===== config.mk =====
export PLATFORM = sky130hd
export DESIGN_NAME = mp_addsub_seq
export DESIGN_NICKNAME = d
export VERILOG_FILES = /design/src/rtl/mp_addsub_seq.sv
export SDC_FILE = /design/constraint.sdc
export NUM_CORES = 1
export LEC_CHECK = 0
export BUFFER_PORTS_ARGS = -buffer_cell sky130_fd_sc_hd__buf_2
export CELL_PAD_IN_SITES_DETAIL_PLACEMENT = 0
export CELL_PAD_IN_SITES_GLOBAL_PLACEMENT = 1
export CORE_MARGIN = 1
export CORE_UTILIZATION = 35
export CTS_BUF_LIST = sky130_fd_sc_hd__clkbuf_4 sky130_fd_sc_hd__clkbuf_8
export CTS_CLUSTER_DIAMETER = 30
export DETAILED_ROUTE_END_ITERATION = 8
export PLACE_DENSITY_LB_ADDON = 0.3
export RECOVER_POWER = 100
export SYNTH_ARGS = -nofsm -noshare
export SYNTH_HDL_FRONTEND = slang
export SYNTH_SLANG_ARGS = --single-unit

===== constraint.sdc =====
create_clock -name clk -period 9.8 [get_ports clk]
set_input_delay 2.45 -clock clk [delete_from_list [all_inputs] [get_ports clk]]
set_output_delay 2.45 -clock clk [all_outputs]
set_load 0.005 [all_outputs]

===== src/rtl/mp_addsub_seq.sv =====
// Multi-precision add/subtract sequencer.
// Walks two NUM_WORDS*WORD_SIZE operands through the word-wide addsub stage,
// least-significant word first, one word per clock, chaining the carry.
// Optional feature macro: ADDSUB_SEQ_OVF_EN adds a registered two's-complement
// overflow output for the full-width operation.
//
// Handshake: start is looked at only in IDLE; the edge that sees start=1 there
// latches a_in/b_in/sub, after which those inputs may change freely. busy is
// high for exactly NUM_WORDS cycles, then done pulses for one cycle. start
// during RUN or DONE is dropped, never queued.

// Word-wide adder/subtractor. With sub=1 the carry-in is forced to 1 and y is
// inverted (x - y). With sub=0 the carry-in is cin when carry=1, else 0.
module addsub #(
  parameter int WORD_SIZE = 16
) (
  input  logic [WORD_SIZE-1:0] x,
  input  logic [WORD_SIZE-1:0] y,
  input  logic                 sub,
  input  logic                 carry,
  input  logic                 cin,
  output logic [WORD_SIZE-1:0] sum,
  output logic                 cout
);

  logic [WORD_SIZE-1:0] y_eff;
  logic                 c_eff;

  // Conditional inversion of y and carry-in selection, then the word add
  always_comb begin
    y_eff = sub ? ~y : y;
    c_eff = sub ? 1'b1 : (carry ? cin : 1'b0);
    {cout, sum} = {1'b0, x} + {1'b0, y_eff} + {{WORD_SIZE{1'b0}}, c_eff};
  end

endmodule

module mp_addsub_seq #(
  parameter int WORD_SIZE = 16,
  parameter int NUM_WORDS = 4
) (
  input  logic                           clk,
  input  logic                           rst,
  input  logic                           start,
  input  logic                           sub,
  input  logic [NUM_WORDS*WORD_SIZE-1:0] a_in,
  input  logic [NUM_WORDS*WORD_SIZE-1:0] b_in,
  output logic                           busy,
  output logic                           done,
  output logic [NUM_WORDS*WORD_SIZE-1:0] result,
  output logic                           carry_out,
  output logic                           zero,
  output logic [1:0]                     state_dbg
`ifdef ADDSUB_SEQ_OVF_EN
  ,
  output logic                           overflow
`endif
);

  localparam int IDX_W = $clog2(NUM_WORDS);
  localparam int TW    = NUM_WORDS * WORD_SIZE;
  localparam logic [IDX_W-1:0] LAST_IDX = IDX_W'(NUM_WORDS - 1);

  localparam logic [1:0] S_IDLE = 2'd0;
  localparam logic [1:0] S_RUN  = 2'd1;
  localparam logic [1:0] S_DONE = 2'd2;

  logic [1:0]           state;
  logic [IDX_W-1:0]     idx;
  logic                 carry_reg;
  logic                 op_sub;
  logic [TW-1:0]        a_reg;
  logic [TW-1:0]        b_reg;
  logic [TW-1:0]        result_reg;

  logic [WORD_SIZE-1:0] x_word;
  logic [WORD_SIZE-1:0] b_word;
  logic [WORD_SIZE-1:0] y_word;
  logic                 as_sub;
  logic                 as_carry;
  logic [WORD_SIZE-1:0] as_sum;
  logic                 as_cout;

  // Select the current operand words and set up addsub for this step. The
  // first word uses addsub's own subtract mode (inverted y, cin=1); later
  // words invert y here and chain carry_reg, since addsub would otherwise
  // force the carry-in to 1.
  always_comb begin
    x_word = '0;
    b_word = '0;
    for (int i = 0; i < NUM_WORDS; i++) begin
      if (idx == IDX_W'(i)) begin
        x_word = a_reg[i*WORD_SIZE +: WORD_SIZE];
        b_word = b_reg[i*WORD_SIZE +: WORD_SIZE];
      end
    end
    if (idx == '0) begin
      as_sub   = op_sub;
      as_carry = 1'b0;
      y_word   = b_word;
    end else begin
      as_sub   = 1'b0;
      as_carry = 1'b1;
      y_word   = op_sub ? ~b_word : b_word;
    end
  end

  addsub #(.WORD_SIZE(WORD_SIZE)) u_addsub (
    .x     (x_word),
    .y     (y_word),
    .sub   (as_sub),
    .carry (as_carry),
    .cin   (carry_reg),
    .sum   (as_sum),
    .cout  (as_cout)
  );

  // Sequencer: accept in IDLE, one word per cycle in RUN, one-cycle DONE
  always_ff @(posedge clk or posedge rst) begin
    if (rst) begin
      state      <= S_IDLE;
      idx        <= '0;
      carry_reg  <= 1'b0;
      op_sub     <= 1'b0;
      a_reg      <= '0;
      b_reg      <= '0;
      result_reg <= '0;
      carry_out  <= 1'b0;
      zero       <= 1'b0;
`ifdef ADDSUB_SEQ_OVF_EN
      overflow   <= 1'b0;
`endif
    end else begin
      case (state)
        S_IDLE: begin
          if (start) begin
            a_reg     <= a_in;
            b_reg     <= b_in;
            op_sub    <= sub;
            idx       <= '0;
            carry_reg <= 1'b0;
            state     <= S_RUN;
          end
        end
        S_RUN: begin
          for (int i = 0; i < NUM_WORDS; i++) begin
            if (idx == IDX_W'(i)) begin
              result_reg[i*WORD_SIZE +: WORD_SIZE] <= as_sum;
            end
          end
          carry_reg <= as_cout;
          if (idx == LAST_IDX) begin
            // Lower words were all written earlier in this operation
            carry_out <= as_cout;
            zero      <= (result_reg[(NUM_WORDS-1)*WORD_SIZE-1:0] == '0) &&
                         (as_sum == '0);
`ifdef ADDSUB_SEQ_OVF_EN
            overflow  <= (x_word[WORD_SIZE-1] == y_word[WORD_SIZE-1]) &&
                         (as_sum[WORD_SIZE-1] != x_word[WORD_SIZE-1]);
`endif
            state     <= S_DONE;
          end else begin
            idx <= idx + 1'b1;
          end
        end
        S_DONE: begin
          state <= S_IDLE;
        end
        default: begin
          state <= S_IDLE;
        end
      endcase
    end
  end

  assign busy      = (state == S_RUN);
  assign done      = (state == S_DONE);
  assign result    = result_reg;
  assign state_dbg = state;

endmodule

---- After elaboration in Yosys (flattened, before gate mapping) ----
Index checks and enable logic that the tools add are counted.
storage, ports and cells
  RAM bits ................................ 0
  logic and storage cells ................. 61
  ROM bits ................................ 0
  latch bits .............................. 0
  memories kept ........................... 0
  bits in registers ....................... 200
  input port bits ......................... 132
operators by class
  multiply operators ...................... 0
  add/sub/neg operators ................... 3
  reductions and logical operators ........ 14
  divide/modulo/power cells ............... 0
  equality and inequality tests ........... 8
  muxes and demuxes ....................... 22
  shifts and indexed selects .............. 0
  bitwise operators ....................... 2
  magnitude comparators ................... 0
operator list
  cell                   number
  $mux W16               11
  $logic_not A48 Y1      1
  $not A16 Y16           2
  $add A16 B16 Y17       1
  $add A17 B1 Y17        1
  $logic_not A16 Y1      1
  $reduce_and A2 Y1      7
  $mux W2                4
  $pmux W2 S2            2
  $eq A2 B2 Y1 const B   3
  $eq A2 B1 Y1 const B   2
  $logic_not A2 Y1       2
  $mux W1                4
  $ne A2 B2 Y1 const B   2
  $reduce_and A3 Y1      1
  $add A2 B1 Y2 const B  1
  $ne A2 B1 Y1 const B   1
  $pmux W1 S2            1
  $reduce_bool A2 Y1     1
  $logic_and A1 B1 Y1    1

---- Depth between registers and ports, before layout ----
Gate-level depths: netlist of run 1.
  depth in word-level cells ............... 14
  mapped depth ............................ 22
  mapped depth without buffers ............ 20

---- Cells and area by module ----
A second synthesis of run 1 with hierarchy kept.
unflattened totals
  cells, all modules ...................... 849
  area total of the unflattened synthesis .. 10148.5 µm²
modules (own cells, without submodules)
  module         sequential area each (µm²)  area an instance (µm²)  cells an instance  times used
  mp_addsub_seq  5004.8                      9166.3                  718                1
  addsub         0.0                         982.2                   131                1

---- Worst setup path after synthesis of run 1 ----
No wires, ideal clock.
  kind .................................... reg2reg
  start ................................... register idx[0]
  end ..................................... register zero
  slack ................................... 5.684 ns
  data required time ...................... 9.733 ns
  stages on the path, launching flop included .. 21
  data arrival time ....................... 4.049 ns
  setup time .............................. 0.067 ns
  path through ............................ dfrtp_1 -> inv_1 -> ha_1 -> clkbuf_1 -> clkbuf_1 -> buf_1 -> nand2_1 -> nor2_1 -> a21oi_1 -> nor2_1 -> a21oi_1 -> o21ai_0 -> ha_1 -> nor2b_1 -> o31a_1 -> o211a_1 -> a2111oi_4 -> o211ai_1 -> and4bb_1 -> and4_1 -> a22o_1
on the way
  cells in the longest elaborated chain, start to end .. 14
  elaborated cells between the ends (all ways) .. 25
ends and longest elaborated chain
  element                 line    RTL
  from (decl)             69      logic [IDX_W-1:0] idx;
  from (signal assigned)  163     idx <= idx + 1'b1;
  $logic_not A2 Y1        92, 97
  $mux W16 (4 in series)  92      if (idx == IDX_W'(i)) begin
  $not A16 Y16            104     y_word = op_sub ? ~b_word : b_word;
  $mux W16                104
  $mux W16                97      if (idx == '0) begin
  $not A16 Y16            31      y_eff = sub ? ~y : y;
  $mux W16                31
  $add A16 B16 Y17        33      {cout, sum} = {1'b0, x} + {1'b0, y_eff} + {{WORD_SIZE{1'b0}}, c_eff};
  $add A17 B1 Y17         33
  $logic_not A16 Y1       156     (as_sum == '0);
  $logic_and A1 B1 Y1     155     zero <= (result_reg[(NUM_WORDS-1)*WORD_SIZE-1:0] == '0) &&
  to (signal assigned)    155
  to (decl)               52      output logic zero,
Several ways; a longest one is shown, not always the timed one.
A chain may end at the register's enable or synchronous reset.

---- Worst setup path after layout of run 1 ----
  start ................................... input start
  end ..................................... register a_reg[43]
on the way
  cells in the longest elaborated chain, start to end .. 1
ends and longest elaborated chain
  element                             line  RTL
  from (decl)                         44    input logic start,
  $reduce_and A2 Y1 (no source line)  -
  to (signal assigned)                137   a_reg <= a_in;
  to (decl)                           72    logic [TW-1:0] a_reg;
No other way between the ends.

==> summary.txt, run 1 <==
Status
  – Status: complete, but fails checks
  – Failing checks: design-rule violations, max-capacitance violations, max-slew violations

Timing
  – Tightest Pin Transition: approximately 5500 ps
  – Fin crit share: ~69%
  – Setup violators final: 0
  – Max-slew violations: 318
  – Final setup skew: 19.2 ps
  – Final TNS setup: 0 ps
  – Max Freq: between 100 and 150 MHz
  – Final hold vios: 0
  – RSZ-0062 raised after global routing: no
  – Min Tclk post-route: slightly below 7000 ps
  – Slew margin rel.: -265%

Critical path
  – Crit path kind: input pin to register
  – Worst reg-to-reg setup slack: about 3100 ps
  – CP startpoint kind: input pin
  – RR Startpoint: idx[1]
  – Worst Setup SP: start
  – Worst Path Max Fanout: between 70 and 80
  – Critical Path RT: roughly 10000 ps
  – Worst r2r path cells: 16
  – Arr. time, crit path: approximately 7100 ps
  – Crit path capture type: register
  – R2R Path End: result[63]

Worst hold path
  – Min-delay src: result[53]
  – Min-Delay Path Class: register to register
  – Worst Hold End: result[53]
  – Hold path cells: 2

Clock network
  – H-Tree Depth: 4
  – TritonCTS buffer count: 17
  – Max Buffers Root-to-Sink: 2
  – Clock latency on the worst-skew pair: 460 ps
  – Root buffer cell: clkbuf_8
  – Setup Buffers After CTS: 0
  – Sink Count: 200
  – CTS Hold Buffers Added: 0
  – CTS tree: done
  – Cts repair resizes: 0
  – Clk pin slew, worst setup/hold paths: around 110 ps

Synth
  – Sequential fraction of the synthesis area: a little over half
  – Main synth FF type: dfrtp_1
  – Syn Nets: 1050
  – Netlist cell types: 46
  – Async S/R FF share, synth: 100%
  – Mapped cell area: around 9500 um^2
  – Area leader, netlist: dfrtp_1
  – Post-synth EDFFs: 0
  – Top-area cell type share of the netlist area: a little over half
  – Synth Register Bits: 200
  – Top cells by area, synth: dfrtp_1 (53%), mux2_2 (16%), nand2_1 (5.2%)
  – Warnings from Yosys: 0
  – Post-Synthesis Cells: between 800 and 900
  – Avg Cell Area, Syn: about 11 um^2

GRT
  – Grt total ovfl: 0
  – Initial antenna violation count: 1
  – Vias in the first global route: roughly 7000
  – Total GRT Usage: a little under a fifth
  – Met1 GRT Util: a little over a quarter
  – M2 GR Usage: about 29%
  – Global-route wire length before repair: a little under 40000 um
  – GRT Max-Usage Layer: met2
  – M3 GR Usage: about 3.2%
  – Largest net degree at the start of global routing: approximately 120

Place
  – Routability cong.: 0.827
  – Post-detail-place hpwl: about 18000 um
  – Buffers on Ports: approximately 200

Drt
  – Drt drc: 13
  – DR vias: 7005
  – Final WL: approximately 25000 um
  – Vias per cell: about 4.9
  – Drt first pass iters: 7
  – Post-DRT Antenna Nets: 0
  – DR WL/cell: about 17 um
  – Initial drt markers: between 400 and 500

Floorplan
  – Die ar.: 27700 um^2
  – Core ar.: 26300 um^2
  – Row Count: between 50 and 60
  – IO Pins: slightly above 200
  – Die Width: roughly 170 um
  – Die H: 166 um
  – Initial core utilization: 36.0%

Finish
  – Final net count: around 1200
  – Diodes inserted: 0
  – Commonest non-fill, non-tap cell in the layout: dfrtp_1
  – Layout cell share with drive strength beyond 1: ~32%
  – Area Growth Syn to Fin: 17.7%
  – Final-layout fill cell count: 2654
  – Most frequent cells in the layout: dfrtp_1 (200), buf_2 (173), mux2_2 (134)

Job
  – MaxCap Viol Count: 4
per-layer routing:
layer,vias to the layer above,wire (um)
li1,3486,-
met3,13,980
met1,3360,12000
met2,144,11600
met5,-,13
met4,2,216
cells in the mapped netlist, drive strengths merged (6+ instances only):
library cell,n
a22oi,6
o21ai,104
nor3,7
nor2,72
mux2,134
clkbuf,45
inv,15
a21oi,70
buf,7
xor2,19
ha,19
nor4,14
nand2,131
dfrtp,200
stage by stage:
| stage | setup slack (ps) | util, % | std cells | instance area, um^2 | hold WS, ps |
|---|---|---|---|---|---|
| 2_1_floorplan | 1900 | - | 897 | 9470 | 473 |
| 3_3_place_gp | 5000 | 41.0 | 1389 | 10800 | 462 |
| 3_5_place_dp | 5020 | 41.0 | 1389 | 10800 | 476 |
| 4_1_cts | 5040 | 42.7 | 1421 | 11200 | 501 |
| 5_1_grt | 2410 | 42.4 | 1421 | 11100 | 529 |
| 6_report | 3070 | 42.4 | 1421 | 11100 | 490 |
worst max-delay path by stage:
stage                     slack, ps         end  cells past startpoint
after floorplan                1900    a_reg[0]                      1
after global placement         5000   a_reg[58]                      5
after detailed placement       5020   a_reg[43]                      5
after CTS                      5040        zero                     20
after global routing           2410  result[47]                     16
final                          3070   a_reg[43]                      5
worst max-delay path, stage by stage:
cell	delay [ps]
clkbuf_1	100
nor3b_1	180
clkbuf_1	2130
clkbuf_2	1660
mux2_2	450
logic make-up after synthesis:
logic type      Yosys count  share of synthesized area (%)
simple gates            245                           11.0
compound gates          206                           12.4
flops                   200                           52.9
mux                     135                           16.0
buf+inv                  67                           2.66
xor+xnor                 23                           2.13
fa+ha+maj                21                           2.93
area by class of cell:
cell class	instances	area, um^2	share of cell area [%]
Sequential cell	200	5000	44.9
Multi-Input combinational cell	630	4200	37.6
Timing Repair Buffer	209	1020	9.14
Tap cell	335	419	3.76
Clock buffer	18	248	2.22
Clock inverter	14	203	1.82
Inverter	15	57.6	0.516
Power of run 1 is left out: the tool's default activity adds up to more than one toggle a clock period on the data nets, which glitch-free logic cannot reach.
==> run 2: changes to the inputs <==
==> constraint.sdc (replaced) <==
create_clock -name clk -period 6.6 [get_ports clk]
set_input_delay 1.65 -clock clk [delete_from_list [all_inputs] [get_ports clk]]
set_output_delay 1.65 -clock clk [all_outputs]
set_load 0.005 [all_outputs]
==> run 2 against run 1 <==
Compared with the run above: the run still ends with design-rule violations, max-capacitance violations, max-slew violations left; die area unchanged; critical path depth up 9; sequential cell count unchanged; global-route usage grew 0.67 points; sequential share of layout area grew 0.14 points; core utilization shrank 0.13 points; clock skew rose by 2.6 ps; via count is 2.1% higher; cell count about the same; final area shrank 0.31%; first-iteration DRC count fell by 10%; critical endpoint is now zero.
==> summary.txt, run 2 (synthesis gave the netlist of run 1 again) <==
Critical path
  – Worst Path Max Fanout: 46 (-39%)
  – Crit path kind: register to register
  – Critical Path End: zero
  – Crit path capture type: register
  – Critical Path RT: 7020 ps (-3130 ps)
  – Arr. time, crit path: 5790 ps (-1280 ps)
  – Worst r2r path cells: 14 (-2)
  – R2R Path End: zero
  – Worst reg-to-reg setup slack: 1220 ps (-1910 ps)
  – CP startpoint kind: register
  – RR Startpoint: idx[0]
  – Worst Setup SP: idx[0]

Finish
  – Core Util, Final: 42.3% (-0.13 points)
  – Layout cell share with drive strength beyond 1: 32.6% (+0.25 points)
  – Final net count: 1227 (+0.082%)
  – Most frequent cells in the layout: dfrtp_1 (200), buf_2 (176), mux2_2 (134)
  – Commonest non-fill, non-tap cell in the layout: dfrtp_1
  – Diodes inserted: 0 (unchanged)
  – Area Growth Syn to Fin: 17.4%

Status
  – Failing checks: design-rule violations, max-capacitance violations, max-slew violations
  – Status: complete, but fails checks

GRT
  – Global-route wire length before repair: 40600 um (+3.2%)
  – Grt total ovfl: 0 (unchanged)
  – Initial antenna violation count: 4 (+3)
  – Largest net degree at the start of global routing: 131 (+5.6%)
  – Total GRT Usage: 19.1% (+0.67 points)
  – Vias in the first global route: 7081 (+3.1%)

Clock network
  – CTS tree: done
  – H-Tree Depth: 4 (unchanged)
  – Sink Count: 200 (unchanged)
  – TritonCTS buffer count: 17 (unchanged)
  – Setup Buffers After CTS: 0 (unchanged)
  – CTS Hold Buffers Added: 0 (unchanged)
  – Root buffer cell: clkbuf_8
  – Clk pin slew, worst setup/hold paths: 110 ps (about the same)
  – Clock latency on the worst-skew pair: 480 ps (+20 ps)
  – Max Buffers Root-to-Sink: 2 (unchanged)
  – Cts repair resizes: 0 (unchanged)

Place
  – Post-detail-place hpwl: 18500 um (+5.3%)
  – Buffers on Ports: 201 (unchanged)
  – Routability cong.: 0.804 (-2.9%)

Timing
  – Max Freq: 186 MHz
  – Tightest Pin Transition: 4000 ps (-1470 ps)
  – Min Tclk post-route: roughly 5400 ps
  – Final TNS setup: 0 ps (unchanged)
  – Max-slew violations: 250 (-21%)
  – Final hold vios: 0 (unchanged)
  – RSZ-0062 raised after global routing: no
  – Slew margin rel.: -166% (+98 points)
  – Fin crit share: approximately four fifths
  – Setup violators final: 0 (unchanged)
  – Min Hold Slack: 491 ps (+0.357 ps)
  – Final setup skew: 21.8 ps (+2.63 ps)

Drt
  – DR vias: 7155 (+2.1%)
  – Initial drt markers: 399 (-10%)
  – Vias per cell: 5.03 (+2.1%)
  – Post-DRT Antenna Nets: 0 (unchanged)
  – Drt first pass iters: 7 (unchanged)
  – Final WL: 25300 um (+2.4%)
  – DR WL/cell: 17.8 um (+2.3%)
  – Drt drc: 10 (-3)

Floorplan
  – Die ar.: 27700 um^2 (unchanged)
  – Die H: 166 um (unchanged)
  – Row Count: 59 (unchanged)
  – IO Pins: 202 (unchanged)
  – Core ar.: 26300 um^2 (unchanged)
  – Initial core utilization: 36.0% (unchanged)
  – Die Width: 166 um (unchanged)

Worst hold path
  – Min-delay src: result[58]
  – Min-Delay Path Class: register to register

Job
  – MaxCap Viol Count: 3 (-1)
run 2: worst max-delay path: stages (launching register included):
cell and delay [ps]:
dfrtp_1 430, ha_1 1150, buf_4 400, nand2_1 80, o21ai_0 90, xnor2_1 130, fa_1 470, nor2b_1 210
o31ai_1 140, a2111oi_0 910, nor3_1 150, nor3b_1 620, o21a_1 200, and4_1 180, a22o_1 130
run 2: worst min path at each step:
stage                             to  slack (ps)  depth (start not counted)
after global routing      result[58]         520                          2
after CTS                 result[58]         500                          2
after detailed placement  result[58]         470                          2
final                     result[58]         490                          2
after floorplan           result[48]         470                          2
after global placement    result[53]         470                          2
run 2: cell type report:
class                           count  area [um^2]
Clock buffer                       17          234
Sequential cell                   200         5000
Clock inverter                     15          178
Tap cell                          335          419
Fill cell                        2633        15200
Multi-Input combinational cell    630         4180
Inverter                           15         57.6
Timing Repair Buffer              210         1030
run 2: through the flow:
stage | std cells | setup WS, ps | instance area (um^2)
final | 1422 | 1220 | 11100
after floorplan | 897 | 2360 | 9470
after detailed placement | 1390 | 1520 | 10800
after CTS | 1422 | 1500 | 11200
after global placement | 1390 | 1620 | 10800
after global routing | 1422 | 570 | 11100
run 2: metal layers:
| metal | up-vias | GRT usage, % | part of all wire, % |
|---|---|---|---|
| li1 | 3484 | - | - |
| met1 | 3475 | 26.6 | 48 |
| met2 | 162 | 30.5 | 47 |
| met3 | 26 | 3.80 | 4.2 |
| met4 | 8 | 4.59 | 1.2 |
| met5 | - | 0 | 0.19 |
Power of run 2 is left out for the same reason.
==> run 3: changes to the inputs <==
--- a/config.mk
+++ b/config.mk
@@ -5,6 +5,7 @@
 export SDC_FILE = /design/constraint.sdc
 export NUM_CORES = 1
 export LEC_CHECK = 0
+export ABC_AREA = 1
 export BUFFER_PORTS_ARGS = -buffer_cell sky130_fd_sc_hd__buf_2
 export CELL_PAD_IN_SITES_DETAIL_PLACEMENT = 0
 export CELL_PAD_IN_SITES_GLOBAL_PLACEMENT = 1
==> constraint.sdc (replaced) <==
create_clock -name clk -period 4.75 [get_ports clk]
set_input_delay 1.1875 -clock clk [delete_from_list [all_inputs] [get_ports clk]]
set_output_delay 1.1875 -clock clk [all_outputs]
set_load 0.005 [all_outputs]
==> run 3 against run 2 <==
Compared with the run above: the run ends with max-capacitance violations, max-slew violations left; sequential cell count unchanged; core utilization decreased by 0.31 points; register-to-register slack got worse by 350 ps; synthesized area increased by 3.9%; routed wire length increased by 17%; via count increased by 19%; worst hold slack got worse by 4.2 ps; cell count increased by 29%; non-clock buffer count increased by 2.
==> summary.txt, run 3 <==
Status
  – Status: complete, but fails checks
  – Failing checks: max-capacitance violations, max-slew violations

Critical path
  – CP Cell Sequence: inv_1, ha_1, nand2_4, nor2_1, a21oi_1, o21ai_0, o21ai_0, xor2_1, fa_1, inv_1, fa_1, nand2_1, nand2_1, nand3_1, nand2_1, nand2_1, nand2_1, nand2_1, nand2_1, a21oi_1, o21ai_0
  – CP startpoint kind: register
  – Slowest cell delay on critical path: 450 ps (-700 ps)
  – Worst Path Max Fanout: 26 (-43%)
  – Crit path kind: register to register
  – Arr. time, crit path: 4170 ps (-1620 ps)
  – Crit-path slowest cell: fa_1
  – Crit path capture type: register
  – Critical Path RT: 5040 ps (-1980 ps)
  – Worst reg-to-reg setup slack: 870 ps (-350 ps)
  – Cell repeated most along the worst path: nand2_1

Floorplan
  – Die ar.: 28800 um^2 (+3.8%)
  – Die H: 170 um (+1.9%)
  – Initial core utilization: 36.1% (+0.062 points)
  – Row Count: 60 (+1.7%)
  – Die Width: 170 um (+1.9%)
  – IO Pins: 202 (unchanged)
  – Core ar.: 27300 um^2 (+3.7%)

Synth
  – Warnings from Yosys: 0 (unchanged)
  – Avg Cell Area, Syn: 7.66 um^2 (-27%)
  – Post-Synthesis Cells: 1283 (+43%)
  – Sequential fraction of the synthesis area: 50.9% (-2.0 points)
  – Area leader, netlist: dfrtp_1
  – Syn Nets: 1436 (+37%)
  – Synth cell count leaders: nand2_1 (517), dfrtp_1 (200), o21ai_0 (137), inv_1 (102), nor2_1 (70)
  – Top-area cell type share of the netlist area: 50.9% (-2.0 points)
  – Post-synth EDFFs: 0 (unchanged)
  – Main synth FF type: dfrtp_1
  – Mapped cell area: 9830 um^2 (+3.9%)
  – Async S/R FF share, synth: 100% (unchanged)
  – Synth Register Bits: 200 (unchanged)
  – Count leader, synth: nand2_1
  – Top cells by area, synth: dfrtp_1 (51%), nand2_1 (20%), o21ai_0 (7.0%)
  – Netlist cell types: 32 (-30%)

Worst hold path
  – Min-Delay Path Class: register to register

Finish
  – Final-layout fill cell count: 2902 (+10%)
  – Commonest non-fill, non-tap cell in the layout: nand2_1
  – Area Growth Syn to Fin: 16.3%
  – Diodes inserted: 0 (unchanged)
  – Most frequent cells in the layout: nand2_1 (526), dfrtp_1 (200), buf_2 (159)
  – Layout cell share with drive strength beyond 1: 15.0% (-18 points)
  – Final net count: 1605 (+31%)

Timing
  – Final setup skew: 21.8 ps (-0.0607 ps)
  – Final TNS setup: 0 ps (unchanged)
  – Tightest Pin Transition: 1970 ps (-2020 ps)
  – Final hold vios: 0 (unchanged)
  – Max-slew violations: 163 (-35%)
  – Slew margin rel.: -31.9% (+130 points)
  – Setup violators final: 0 (unchanged)
  – RSZ-0062 raised after global routing: no
  – Fin crit share: 81.6% (+0.12 points)
  – Min Tclk post-route: 3880 ps (-1500 ps)
  – Max Freq: 258 MHz (+39%)

Clock network
  – CTS tree: done
  – TritonCTS buffer count: 17 (unchanged)
  – Cts repair resizes: 0 (unchanged)
  – H-Tree Depth: 4 (unchanged)
  – Clk pin slew, worst setup/hold paths: 110 ps (about the same)
  – Sink Count: 200 (unchanged)
  – CTS Hold Buffers Added: 0 (unchanged)
  – Clock latency on the worst-skew pair: 490 ps (about the same)
  – Max Buffers Root-to-Sink: 2 (unchanged)
  – Setup Buffers After CTS: 0 (unchanged)
  – Root buffer cell: clkbuf_8

Drt
  – Drt first pass iters: 5 (-2)
  – DR WL/cell: 16.2 um (-9.3%)
  – Post-DRT Antenna Nets: 0 (unchanged)
  – DR vias: 8545 (+19%)
  – Final WL: 29700 um (+17%)
  – Vias per cell: 4.65 (-7.6%)
  – Initial drt markers: 566 (+42%)
  – Drt drc: 0 (-10)

Job
  – MaxCap Viol Count: 4 (+1)

Place
  – Post-detail-place hpwl: 21600 um (+17%)
  – Buffers on Ports: 201 (unchanged)
  – Routability cong.: 0.871 (+8.4%)

GRT
  – Vias in the first global route: 8421 (+19%)
  – Grt total ovfl: 0 (unchanged)
  – Initial antenna violation count: 0 (-4)
  – Largest net degree at the start of global routing: 146 (+11%)
  – Global-route wire length before repair: 46800 um (+15%)
  – Total GRT Usage: 21.4% (+2.3 points)
-- run 3: changes by cell type after synthesis, moves of 21 or more --
cell	before	now
nand3_1	1	30
o21ai_1	41	11
buf_2	0	21
o21ai_0	63	137
mux2_2	134	0
nand2_1	131	517
inv_1	14	102
-- run 3: kinds of logic after synthesis --
kind of cell	count (synthesis)	synth area share, %
simple gates	656	26.6
compound gates	220	11.3
flops	200	50.9
buf+inv	169	6.90
fa+ha+maj	21	2.82
xor+xnor	17	1.51
-- run 3: critical path: cells and delay by family (launching register included) --
kind            cells  cell delay, ps
compound gates      5             730
xor+xnor            1             230
fa+ha+maj           3            1090
buf+inv             2             210
flops               1             410
simple gates       10            1010
-- run 3: worst paths after layout --
check	from	endpoint	depth (start not counted)
max reg2reg	idx[0]	carry_out	21
min in group asynchronous	rst	a_reg[31]	2
max	idx[0]	carry_out	21
min reg2reg	b_reg[57]	b_reg[57]	2
max in group asynchronous	rst	b_reg[47]	3
min	b_reg[57]	b_reg[57]	2
-- run 3: per-layer routing --
layer  routed length [um]  track usage, %  part of all wire [%]  vias up
li1                     -               -                     -     4352
met1                14600            31.4                    49     3946
met2                13400            33.0                    45      229
met3                 1390            3.50                   4.7       18
met4                  293            4.50                  0.99        0
met5                    0               0                     0        -
-- run 3: cell type report --
cell class / instances / area [um^2] / area share (%)
Sequential cell: 200 / 5000 / 43.8
Multi-Input combinational cell: 914 / 4110 / 36.0
Timing Repair Buffer: 212 / 1050 / 9.21
Tap cell: 372 / 465 / 4.07
Inverter: 107 / 408 / 3.57
Clock buffer: 18 / 241 / 2.11
Clock inverter: 14 / 151 / 1.32
-- run 3: through the flow --
stage / area, um^2 / worst slack [ps] / std cells / utilization (%) / hold WS (ps)
final: 11400 / 873 / 1837 / 42.0 / 486
after global routing: 11400 / 363 / 1837 / 42.0 / 508
after CTS: 11600 / 874 / 1837 / 42.4 / 489
after detailed placement: 11200 / 900 / 1805 / 41.0 / 460
after global placement: 11200 / 979 / 1805 / 41.0 / 459
after floorplan: 9840 / 974 / 1283 / - / 444
Power of run 3 is left out for the same reason.
